**config.mk**
```make
export PLATFORM = sky130hd
export DESIGN_NAME = yc_combiner
export DESIGN_NICKNAME = d
export VERILOG_FILES = /design/src/rtl/yc_pkg.sv /design/src/rtl/yc_chroma_mod.sv /design/src/rtl/yc_combiner.sv
export SDC_FILE = /design/constraint.sdc
export NUM_CORES = 1
export LEC_CHECK = 0
export ABC_AREA = 1
export CORE_ASPECT_RATIO = 1.75
export CORE_UTILIZATION = 61
export DETAILED_ROUTE_END_ITERATION = 7
export PLACE_DENSITY = 0.87
export SLEW_MARGIN = 30
export SYNTH_ARGS = -nofsm -noshare
export SYNTH_HDL_FRONTEND = slang
export SYNTH_HIERARCHICAL = 1
export SYNTH_SLANG_ARGS = --single-unit
```
**constraint.sdc**
```tcl
create_clock -name clk -period 4.3 [get_ports clk]
set_input_delay 0.86 -clock clk [delete_from_list [all_inputs] [get_ports clk]]
set_output_delay 0.86 -clock clk [all_outputs]
set_load 0.05 [all_outputs]
```
**src/rtl/yc_pkg.sv**
```systemverilog
// Shared types and helpers for the composite (Y/C) encoder.
package yc_pkg;

  localparam int YC_DATA_WIDTH = 12;

  typedef enum logic [2:0] {
    ST_IDLE,
    ST_SYNC,
    ST_PORCH,
    ST_BURST,
    ST_BLANK,
    ST_ACTIVE
  } line_state_e;

  // Clamp a signed value into the range of a w-bit two's complement word.
  function automatic int sat_signed(input int x, input int w);
    int maxv;
    int minv;
    maxv = (1 << (w - 1)) - 1;
    minv = -(1 << (w - 1));
    if (x > maxv) return maxv;
    if (x < minv) return minv;
    return x;
  endfunction

endpackage

```
**src/rtl/yc_chroma_mod.sv**
```systemverilog
// Subcarrier phase counter and quadrature chroma / burst term select at 4x fsc.
module yc_chroma_mod
  import yc_pkg::*;
#(
  parameter int DATA_WIDTH = YC_DATA_WIDTH,
  parameter int BURST_AMP  = 256
) (
  input  logic                         clk,
  input  logic                         rst_n,
  input  logic                         advance,
  input  logic signed [DATA_WIDTH-1:0] u,
  input  logic signed [DATA_WIDTH-1:0] v,
  input  logic                         burst_en,
  output logic signed [DATA_WIDTH:0]   chroma
);

  localparam int CW = DATA_WIDTH + 1;
  localparam logic signed [DATA_WIDTH:0] AMP = CW'(BURST_AMP);

  logic [1:0]                phase;
  logic signed [DATA_WIDTH:0] u_x;
  logic signed [DATA_WIDTH:0] v_x;

  // Phase only moves on accepted samples so backpressure cannot slip it.
  always_ff @(posedge clk) begin
    if (!rst_n)       phase <= 2'd0;
    else if (advance) phase <= phase + 2'd1;
  end

  // One extra bit so that negating the most negative input stays exact.
  assign u_x = {u[DATA_WIDTH-1], u};
  assign v_x = {v[DATA_WIDTH-1], v};

  always_comb begin
    chroma = '0;
    if (burst_en) begin
      case (phase)
        2'd0:    chroma = -AMP;
        2'd2:    chroma = AMP;
        default: chroma = '0;
      endcase
    end else begin
      case (phase)
        2'd0:    chroma = u_x;
        2'd1:    chroma = v_x;
        2'd2:    chroma = -u_x;
        default: chroma = -v_x;
      endcase
    end
  end

endmodule

```
**src/rtl/yc_combiner.sv**
```systemverilog
// Composite encoder: quadrature chroma + luma, saturate, with sync/blank/burst insertion.
module yc_combiner
  import yc_pkg::*;
#(
  parameter int DATA_WIDTH  = YC_DATA_WIDTH,
  parameter int BURST_START = 20,
  parameter int BURST_LEN   = 36,
  parameter int BURST_AMP   = 256,
  parameter int SYNC_LEVEL  = -1024,
  parameter int BLANK_LEVEL = 0
) (
  input  logic                         clk,
  input  logic                         rst_n,
  input  logic                         in_valid,
  output logic                         in_ready,
  input  logic signed [DATA_WIDTH-1:0] luma_in,
  input  logic signed [DATA_WIDTH-1:0] u_in,
  input  logic signed [DATA_WIDTH-1:0] v_in,
  input  logic                         sync_in,
  input  logic                         blank_in,
  output logic                         out_valid,
  input  logic                         out_ready,
  output logic signed [DATA_WIDTH-1:0] comp_out
);

  localparam logic signed [DATA_WIDTH-1:0] SYNC_V  = DATA_WIDTH'(SYNC_LEVEL);
  localparam logic signed [DATA_WIDTH-1:0] BLANK_V = DATA_WIDTH'(BLANK_LEVEL);
  localparam logic [15:0] PORCH_END = 16'(BURST_START - 1);
  localparam logic [15:0] BURST_END = 16'(BURST_START + BURST_LEN - 1);

  function automatic logic signed [DATA_WIDTH-1:0] sat_out(input logic signed [DATA_WIDTH:0] x);
    return DATA_WIDTH'(sat_signed(int'(x), DATA_WIDTH));
  endfunction

  logic                         vld_p1, vld_p2;
  logic                         adv_p2, accept;
  line_state_e                  state, nxt_state;
  logic [15:0]                  cnt, nxt_cnt;
  logic signed [DATA_WIDTH:0]   chroma;
  logic signed [DATA_WIDTH-1:0] base_nxt, base_p1;
  logic signed [DATA_WIDTH:0]   add_nxt, add_p1;
  logic signed [DATA_WIDTH:0]   sum_p1;
  logic signed [DATA_WIDTH-1:0] comp_p2;

  assign adv_p2   = !vld_p2 || out_ready;
  assign in_ready = !vld_p1 || adv_p2;
  assign accept   = in_valid && in_ready;

  yc_chroma_mod #(
    .DATA_WIDTH (DATA_WIDTH),
    .BURST_AMP  (BURST_AMP)
  ) u_chroma (
    .clk      (clk),
    .rst_n    (rst_n),
    .advance  (accept),
    .u        (u_in),
    .v        (v_in),
    .burst_en (nxt_state == ST_BURST),
    .chroma   (chroma)
  );

  always_ff @(posedge clk) begin
    if (!rst_n) begin
      state <= ST_IDLE;
      cnt   <= 16'd0;
    end else if (accept) begin
      state <= nxt_state;
      cnt   <= nxt_cnt;
    end
  end

  // Next state is resolved from the sample being accepted; that sample already uses it.
  always_comb begin
    nxt_state = state;
    nxt_cnt   = (cnt == 16'hFFFF) ? cnt : cnt + 16'd1;
    if (state == ST_SYNC && !sync_in) nxt_cnt = 16'd0;
    if (sync_in) begin
      nxt_state = ST_SYNC;
    end else begin
      case (state)
        ST_IDLE:   nxt_state = ST_IDLE;
        ST_SYNC:   nxt_state = ST_PORCH;
        ST_PORCH:  if (!blank_in) nxt_state = ST_ACTIVE;
                   else if (cnt == PORCH_END) nxt_state = ST_BURST;
        ST_BURST:  if (!blank_in) nxt_state = ST_ACTIVE;
                   else if (cnt == BURST_END) nxt_state = ST_BLANK;
        ST_BLANK:  if (!blank_in) nxt_state = ST_ACTIVE;
        ST_ACTIVE: if (blank_in) nxt_state = ST_BLANK;
        default:   nxt_state = ST_IDLE;
      endcase
    end
  end

  always_comb begin
    base_nxt = BLANK_V;
    add_nxt  = '0;
    case (nxt_state)
      ST_SYNC:   base_nxt = SYNC_V;
      ST_BURST:  add_nxt  = chroma;
      ST_ACTIVE: begin
        base_nxt = luma_in;
        add_nxt  = chroma;
      end
      default:   base_nxt = BLANK_V;
    endcase
  end

  // Stage 1: modulate/classify -> base level plus additive chroma term
  always_ff @(posedge clk) begin
    if (!rst_n)        vld_p1 <= 1'b0;
    else if (in_ready) vld_p1 <= in_valid;
  end

  always_ff @(posedge clk) begin
    if (accept) begin
      base_p1 <= base_nxt;
      add_p1  <= add_nxt;
    end
  end

  assign sum_p1 = {base_p1[DATA_WIDTH-1], base_p1} + add_p1;

  // Stage 2: sum/saturate -> registered composite output
  always_ff @(posedge clk) begin
    if (!rst_n)      vld_p2 <= 1'b0;
    else if (adv_p2) vld_p2 <= vld_p1;
  end

  always_ff @(posedge clk) begin
    if (!rst_n)                comp_p2 <= '0;
    else if (adv_p2 && vld_p1) comp_p2 <= sat_out(sum_p1);
  end

  assign out_valid = vld_p2;
  assign comp_out  = comp_p2;

endmodule

```
==> metrics.txt <==
Port Buffers 55; Area Overhead vs Synth 21.5%; clk_lat worst skew 0.34 ns; Die Footprint about 0.0075 mm²; Syn Inst Count between 600 and 700; Netlist cell types 41; Starting Density 0.633; fraction of synthesized area in multiplexers 0; H-tree levels 3; CP dominant cell by count clkdlybuf4s50_1; diodes inserted 0; Wirelength per Cell roughly 14 µm; Routed Antenna Nets 0; initial antenna violation count 0; Overall Global Routing Usage 0.313; CTS tree built; Post-CTS Setup Bufs 0; Die X roughly 66 µm; # fillers roughly 530; number of buffers created by CTS 9; status completed; Worst Path Arrival 2.30 ns; Slew Limit Fails 0; # clock sinks 60; largest family of logic cells by synthesized area simple AND/OR/NAND/NOR gates; # DRC 0; M1 GR Usage 0.325; cells along the critical path clkdlybuf4s50_1 -> inv_1 -> nand3_1 -> clkdlybuf4s50_1; Setup-failing EPs final 0; post-synthesis adder-cell area fraction 0.0594; final setup TNS 0 ns; Layout Nets roughly 760; GR peak layer met2; first-pass GRT wire length 18100 µm; syn_area_per_cell between 6 and 7 µm²; clock-pin transition on the worst setup and hold timing paths roughly 0.060 ns; largest net degree at the start of global routing 31; vias in the first global route around 4200; crit-path max cell delay slightly above 0.8 ns; synthesized flop and latch total 60; post-layout util 0.769; Hold WS approximately 0.47 ns; drt first pass iters 8; period utilization 0.735; final instance count without filler cells 789; Synth Area in Compound Gates 0.135; Longest Clk Path Bufs 2; vias approximately 4400; routed wire length about 11000 µm; Leak between 0.002 and 0.0025 µW; Hold Fails Final Rpt 0; simple-gate share of the synthesized area 0.332; DR iter-0 viols 282; Ys Warns 6; Die H 114 µm; HP Class reg2reg; Site Rows 40; class of the most critical setup path in2out; Crit. End Element primary output; highest-delay cell along the critical path clkdlybuf4s50_1; Mapped Area roughly 0.0043 mm²; post_cts resized 0; fmax 317 MHz; share of layout cells above drive strength 1 0.0667; critical path launch point type input port; GP Congestion around 0.94; RSZ-0062 raised after global routing no; core area roughly 0.007 mm²; met3 GRT Util 0.0600; total grt overflow 0; Required @ worst endpoint about 3.4 ns; hold buffers post-CTS 0; Worst-Margin Slew between 0.6 and 0.7 ns; hold_sp comp_out[1]; VDD IR max roughly 0.00025 V; Cells after DPL around 770; Synth Area in XOR/XNOR 0.0363; IO Count 56; PwrDens approximately 350 mW/mm²; total of max-cap violations 0; FF-to-FF Start cnt[0]; CP max FO 3; Fin Clk Skew 0.00887 ns; Seq/Total Area, Yosys 0.334; worst rel slew slack 0.597; CP startpoint out_ready; Root Driver clkbuf_16; crit path time final ~3.2 ns; Net Count, Synth slightly above 700; Via density about 5.6; dpl hpwl a little over 8000 µm; GR Layer Usage met2 0.563
[cells in the final DEF, fill, tap and decap left out, types with 2 or more instances in the layout]
master / n
xor2_1: 13
bufinv_16: 2
nand2_2: 6
nand3b_1: 2
edfxtp_1: 25
xnor2_1: 5
a21oi_1: 59
nor2_4: 3
or2_2: 2
clkdlybuf4s50_1: 55
clkbuf_16: 9
buf_4: 2
nand3_2: 3
nand2_1: 142
nand3_1: 56
inv_1: 95
a221oi_1: 5
nor3_1: 13
o21ai_1: 4
nand4_1: 9
inv_2: 5
nor2_1: 80
inv_4: 3
a31oi_1: 3
o21ai_0: 29
o211ai_1: 2
nor2_2: 3
o21bai_1: 2
dfxtp_1: 35
ha_1: 19
[worst paths after layout]
check	end	cells past startpoint	slack (ns)
worst max-delay path	in_ready	4	1.14
worst max register to register	add_p1[1]	15	1.66
worst min register to register	comp_out[1]	2	0.47
worst min-delay path	comp_out[1]	2	0.47
[per-layer routing]
layer / part of all wire / up-vias
met5: 0 / -
met4: 0.036 / 0
met3: 0.053 / 38
met2: 0.54 / 175
met1: 0.38 / 1999
li1: - / 2211
[cells by family (layout without fill, tap and decap cells)]
logic type               after synthesis  in the layout
adder cells (fa/ha/maj)               20             20
AO/OA/AOI/OAI                        107            107
buffers and inverters                112            175
XOR/XNOR                              18             18
flip-flops                            60             60
AND/OR/NAND/NOR                      325            325
[state kept, by name, summed over array words and instances (netlist names)]
signal	cells
state	3
u_chroma/phase	2
vld_p1	1
base_p1	12
cnt	16
comp_out	12
add_p1	13
out_valid	1
[cell usage after synthesis, drive strengths merged]
cell | count | area [µm²]
a221oi | 5 | 43.8
nor2 | 86 | 353
ha | 19 | 238
xnor2 | 5 | 43.8
xor2 | 13 | 114
nand3 | 60 | 328
a21oi | 60 | 304
inv | 101 | 382
a311oi | 1 | 8.76
nand2 | 149 | 582
edfxtp | 25 | 751
nand3b | 2 | 15.0
o21bai | 2 | 15.0
dfxtp | 35 | 701
fa | 1 | 20.0
clkbuf | 3 | 11.3
nand4 | 9 | 56.3
clkinv | 1 | 5.00
nor3 | 14 | 75.1
or2 | 4 | 25.0
o211ai | 2 | 15.0
nor4 | 1 | 6.26
o21ai | 34 | 181
buf | 7 | 50.1
a31oi | 3 | 18.8
[cell type report]
class | instances | area (µm²) | area share
Sequential cell | 60 | 1450 | 0.275
Inverter | 102 | 387 | 0.0733
Clock buffer | 9 | 225 | 0.0427
Timing Repair Buffer | 57 | 566 | 0.107
Multi-Input combinational cell | 470 | 2440 | 0.463
Tap cell | 84 | 105 | 0.0199
Clock inverter | 7 | 97.6 | 0.0185
[where the power goes]
group	switching (µW)	internal, µW
clock network	273	510
logic	248	149
registers	17.8	627
total	539	1290
[critical path, delay by kind of cell]
kind,cells,cell delay [ns]
simple gates,1,0.11
buf+inv,3,1.32
[through the flow]
step	setup slack [ns]	instance area, µm²	total power [µW]
final	1.14	5270	1820
after global placement	1.18	4950	1030
after detailed placement	1.14	4950	1040
after CTS	1.15	5270	1820
after global routing	1.08	5270	1890
after floorplan	1.44	4340	920
Power figures use the tool's default switching activity.
